===== config.mk =====
export PLATFORM = sky130hd
export DESIGN_NAME = io_port_sched
export DESIGN_NICKNAME = d
export VERILOG_FILES = /design/src/rtl/io_port_sched.sv
export SDC_FILE = /design/constraint.sdc
export NUM_CORES = 1
export LEC_CHECK = 0
export CORE_MARGIN = 2
export CORE_UTILIZATION = 43
export DETAILED_ROUTE_END_ITERATION = 10
export GPL_ROUTABILITY_DRIVEN = 1
export HOLD_SLACK_MARGIN = 0.12
export PLACE_DENSITY = 0.81
export SLEW_MARGIN = 15
export SYNTH_ARGS = -nofsm -noshare
export SYNTH_HDL_FRONTEND = slang
export SYNTH_SLANG_ARGS = --single-unit
export TNS_END_PERCENT = 30

===== constraint.sdc =====
create_clock -name CLK -period 1.48 [get_ports CLK]
set_input_delay 0.37 -clock CLK [delete_from_list [all_inputs] [get_ports CLK]]
set_output_delay 0.37 -clock CLK [all_outputs]
set_load 0.005 [all_outputs]

===== src/rtl/io_port_sched.sv =====
// Two-requester round-robin scheduler for the bidirectional I/O port.
// Reprograms direction only on change, inserts a turnaround gap, then performs the write or read.
module io_port_sched #(
  parameter int DATA_WIDTH  = 8,
  parameter int TURN_CYCLES = 1
) (
  input  logic                  CLK,
  input  logic                  RST,
  input  logic [1:0]            REQ,
  input  logic [1:0]            WR,
  input  logic [DATA_WIDTH-1:0] WDATA0,
  input  logic [DATA_WIDTH-1:0] WDATA1,
  output logic [1:0]            GNT,
  output logic [1:0]            DONE,
  output logic [DATA_WIDTH-1:0] RDATA,
  output logic                  BUSY,
  output logic                  PDR_EN,
  output logic                  DATA_0,
  output logic [DATA_WIDTH-1:0] DATA,
  output logic                  PORT_EN,
  output logic                  PORT_RD,
  input  logic [DATA_WIDTH-1:0] PORT_READ_DATA
);

  typedef enum logic [2:0] {IDLE, DIR, TURN, XFER, CAPT, FIN} state_t;

  localparam logic [3:0] TURN_INIT = (TURN_CYCLES > 0) ? 4'(TURN_CYCLES - 1) : 4'd0;

  state_t                state, state_nx;
  logic                  id_q, wr_q, cur_dir, rr_last;
  logic [DATA_WIDTH-1:0] data_q;
  logic [3:0]            cnt;

  logic                  win, sel_wr;
  logic [DATA_WIDTH-1:0] sel_data;
  logic [1:0]            gnt_nx, done_nx;
  logic                  busy_nx, pdr_en_nx, data0_nx, port_en_nx, port_rd_nx;
  logic [DATA_WIDTH-1:0] data_nx;

  // On a conflict the requester that did not win last time goes first
  assign win      = (REQ == 2'b11) ? ~rr_last : REQ[1];
  assign sel_wr   = (state == IDLE) ? WR[win] : wr_q;
  assign sel_data = (state == IDLE) ? (win ? WDATA1 : WDATA0) : data_q;

  always_ff @(posedge CLK or negedge RST) begin
    if (!RST) begin
      state   <= IDLE;
      id_q    <= 1'b0;
      wr_q    <= 1'b0;
      data_q  <= '0;
      cur_dir <= 1'b0;
      rr_last <= 1'b1;
      cnt     <= '0;
      GNT     <= '0;
      DONE    <= '0;
      RDATA   <= '0;
      BUSY    <= 1'b0;
      PDR_EN  <= 1'b0;
      DATA_0  <= 1'b0;
      DATA    <= '0;
      PORT_EN <= 1'b0;
      PORT_RD <= 1'b0;
    end else begin
      state <= state_nx;
      if (state == IDLE && REQ != 2'b00) begin
        id_q    <= win;
        wr_q    <= WR[win];
        data_q  <= win ? WDATA1 : WDATA0;
        rr_last <= win;
      end
      if (state == DIR) cur_dir <= wr_q;
      if (state_nx == TURN && state != TURN) cnt <= TURN_INIT;
      else if (state == TURN)                cnt <= cnt - 4'd1;
      if (state == CAPT) RDATA <= PORT_READ_DATA;
      GNT     <= gnt_nx;
      DONE    <= done_nx;
      BUSY    <= busy_nx;
      PDR_EN  <= pdr_en_nx;
      DATA_0  <= data0_nx;
      DATA    <= data_nx;
      PORT_EN <= port_en_nx;
      PORT_RD <= port_rd_nx;
    end
  end

  always_comb begin
    state_nx = state;
    case (state)
      IDLE: if (REQ != 2'b00) state_nx = (WR[win] != cur_dir) ? DIR : XFER;
      DIR:  state_nx = (TURN_CYCLES > 0) ? TURN : XFER;
      TURN: if (cnt == 4'd0) state_nx = XFER;
      XFER: state_nx = wr_q ? FIN : CAPT;
      CAPT: state_nx = FIN;
      FIN:  state_nx = IDLE;
      default: state_nx = IDLE;
    endcase
  end

  // Outputs are computed for the state being entered so they register alongside it
  always_comb begin
    gnt_nx     = '0;
    done_nx    = '0;
    busy_nx    = (state_nx != IDLE);
    pdr_en_nx  = (state_nx == DIR);
    data0_nx   = (state_nx == DIR) && sel_wr;
    port_en_nx = (state_nx == XFER) && sel_wr;
    port_rd_nx = ((state_nx == XFER) && !sel_wr) || (state_nx == CAPT);
    data_nx    = port_en_nx ? sel_data : '0;
    if (state == IDLE && REQ != 2'b00) gnt_nx = {win, ~win};
    if (state_nx == FIN)               done_nx = {id_q, ~id_q};
  end

endmodule


==> results_dict.tcl <==
set metrics [dict create \
    status "finished, violations left" \
    violations "negative setup slack" \
    worstSetupStartpointType "input pin" \
    finalNetCount 301 \
    rows 25 \
    layout_common_cells "41 x dfrtp_1, 34 x buf_4, 28 x dlygate4sd2_1" \
    drt-met1-wl_mm 2.32 \
    antennaDiodeCount 0 \
    synth_compound_area_frac 0.0906 \
    cp-end-kind "register" \
    dp_hpwl_mm 3.45 \
    synthAdderAreaFrac 0.00604 \
    path_clk_slew_ns 0.09 \
    wl_met2_mm 2.64 \
    cts_root_buf "clkbuf_8" \
    final_common_cell "dfrtp_1" \
    detail_route.wl_per_cell_um 16.3 \
    period_needed_ns 1.62 \
    utilization 0.681 \
    met3_length_um 263 \
    hold_path.class "input pin to asynchronous set/reset pin" \
    worst_pin_slew_ns 0.375 \
    via_per_inst 5.30 \
    powerDensity_mw_per_mm2 2140 \
    finalMaxSlewViolations 0 \
    grt_pass1_vias 1695 \
    cts_buffer_depth 2 \
    first_pass_iters 4 \
    clkLatencyLatePin_ns 0.30 \
    place_congestion 0.839 \
    routed_wl_mm 5.31 \
    track_usage 0.201 \
    fp.dieW_um 73.4 \
    cts.sinks 44 \
    synth_edf_count 0 \
    cts_tree "built" \
    ys_seq_area_frac 0.532 \
    syn_inst 179 \
    drc 0 \
    antenna_found_initial 0 \
    muxShareOfSynthArea 0.141 \
    tns_ns -0.958 \
    core_area_sq_mm 0.00469 \
    overflow 0 \
    skew_ns 0.00993 \
    synth_top_family_by_area "simple AND/OR/NAND/NOR gates" \
    highest_layer "met4" \
    leakage_nw 1.52 \
    io_buffers 54 \
    worst_slack_ns -0.142 \
    whs_ns 0.448 \
    drtAntennaViolNets 0 \
    layout-drive-gt1-share 0.387 \
    syn_nets 210 \
    crit_required_ns 1.67 \
    period_share 1.10 \
    setup_viol 12 \
    cts_max_level 2 \
    grt_max_degree 25 \
    ios 55 \
    max_freq_mhz 616 \
    max_cap_violations 0 \
    dieArea_sq_mm 0.00539 \
    area_delta_synth_final_pct 54.3 \
    path_class "input pin to register" \
    synth-seq-cells 44 \
    crit_fanout 5 \
    ys_async_sr_fraction 1.00 \
    grt_pass1_wl_mm 8.16 \
    synth_area_sq_mm 0.00207 \
    synth_cell_types 35 \
    finalHoldViolCount 0 \
    drtIter0Drc 135 \
    yosysWarnings 0 \
    floorplan.initialDensity 0.441 \
    grt_setup_unrepaired "yes" \
    irDropWorstVdd_uv 1300 \
    synth_xor_area_frac 0.00846 \
    cts_buffers 5 \
    yosys.area_share.simple 0.173 \
    syn-mean-instance-area_sq_um 11.6 \
    slew-limit-headroom 0.749 \
    synthFlopType "dfrtp_1" \
    critPathArrivalTime_ns 1.82 \
    die_h_um 73.4 \
    dr_total_vias 1722 \
]
==> stage by stage <==
stage               worst slack (ns)  std cells  total power [W]  area [sq um]
floorplan                     0.0371        179          0.00380          2070
finish                        -0.142        325          0.00682          3190
global route                  -0.194        325          0.00722          3190
CTS                          -0.0784        318          0.00637          3080
global placement              -0.530        304          0.00515          2850
detailed placement            -0.596        304          0.00525          2850
==> power by group <==
part           internal [W]  total, W  leakage (nW)  switching [W]
registers           0.00170   0.00205         0.558       0.000351
clock network      0.000382  0.000811        0.0516       0.000429
logic               0.00211   0.00396         0.906        0.00185
total               0.00419   0.00682          1.52        0.00263
==> cell type report <==
class	instances	area [sq um]
Multi-Input combinational cell	118	1030
Sequential cell	44	1100
Fill cell	347	1500
Inverter	5	18.8
Clock inverter	2	13.8
Clock buffer	6	82.6
Tap cell	54	67.6
Timing Repair Buffer	96	873
==> sequential cells by signal (all words and copies together), names as in the netlist, 2 cells and up <==
name,cells
GNT,2
cnt,4
DONE,2
data_q,8
DATA,8
state,3
RDATA,8
==> synthesized netlist by cell type (3+ instances only) <==
library cell | instances | share of area
o21ai_0 | 7 | 0.017
nor2_1 | 7 | 0.013
dfrtp_1 | 43 | 0.52
mux2i_1 | 10 | 0.048
buf_2 | 5 | 0.012
a21o_1 | 3 | 0.011
clkbuf_1 | 3 | 0.0054
nand2_1 | 27 | 0.049
nor4_2 | 8 | 0.048
a22oi_1 | 3 | 0.011
and2_1 | 3 | 0.0091
nor2b_1 | 3 | 0.0091
a21oi_1 | 4 | 0.0097
mux2_2 | 17 | 0.092
nor3_1 | 3 | 0.0072
buf_6 | 4 | 0.022
inv_1 | 5 | 0.0091
==> worst paths after layout <==
check | slack [ns] | endpoint | cells after the start | from
setup / recovery | -0.14 | DATA[6]$_DFF_PN0_ | 6 | REQ[1]
hold / removal | 0.45 | DONE[1]$_DFF_PN0_ | 2 | RST
setup reg to reg | -0.10 | DATA[6]$_DFF_PN0_ | 5 | rr_last$_DFFE_PN1P_
hold reg to reg | 0.45 | DONE[0]$_DFF_PN0_ | 1 | id_q$_DFFE_PN0P_
max in group asynchronous | 0.51 | rr_last$_DFFE_PN1P_ | 3 | RST
min in group CLK | 0.45 | DONE[0]$_DFF_PN0_ | 1 | id_q$_DFFE_PN0P_
==> routing by layer <==
layer | up-vias | GRT usage
li1 | 807 | -
met2 | 59 | 0.320
met4 | 0 | 0.0646
met1 | 847 | 0.272
met3 | 9 | 0.0508
met5 | - | 0
==> cells by family after synthesis <==
family,after synthesis
fa+ha+maj,1
mux,27
buf+inv,17
compound gates,28
flops,44
xor+xnor,2
simple gates,60
==> critical path, cell delays in order <==
cell,delay (ns)
dlygate4sd2_1,0.30
a21boi_4,0.29
buf_4,0.19
mux2_2,0.35
mux2i_1,0.26
nor4_4,0.06
==> timing repair <==
action	CTS	global route
hold endpoints to repair	8	0
resized for setup	57	12
cloned	1	0
hold buffers	1	0
pin swaps	17	6
setup endpoints to repair	58	29
buffers inserted	4	7
(Power assumes the default switching activity.)
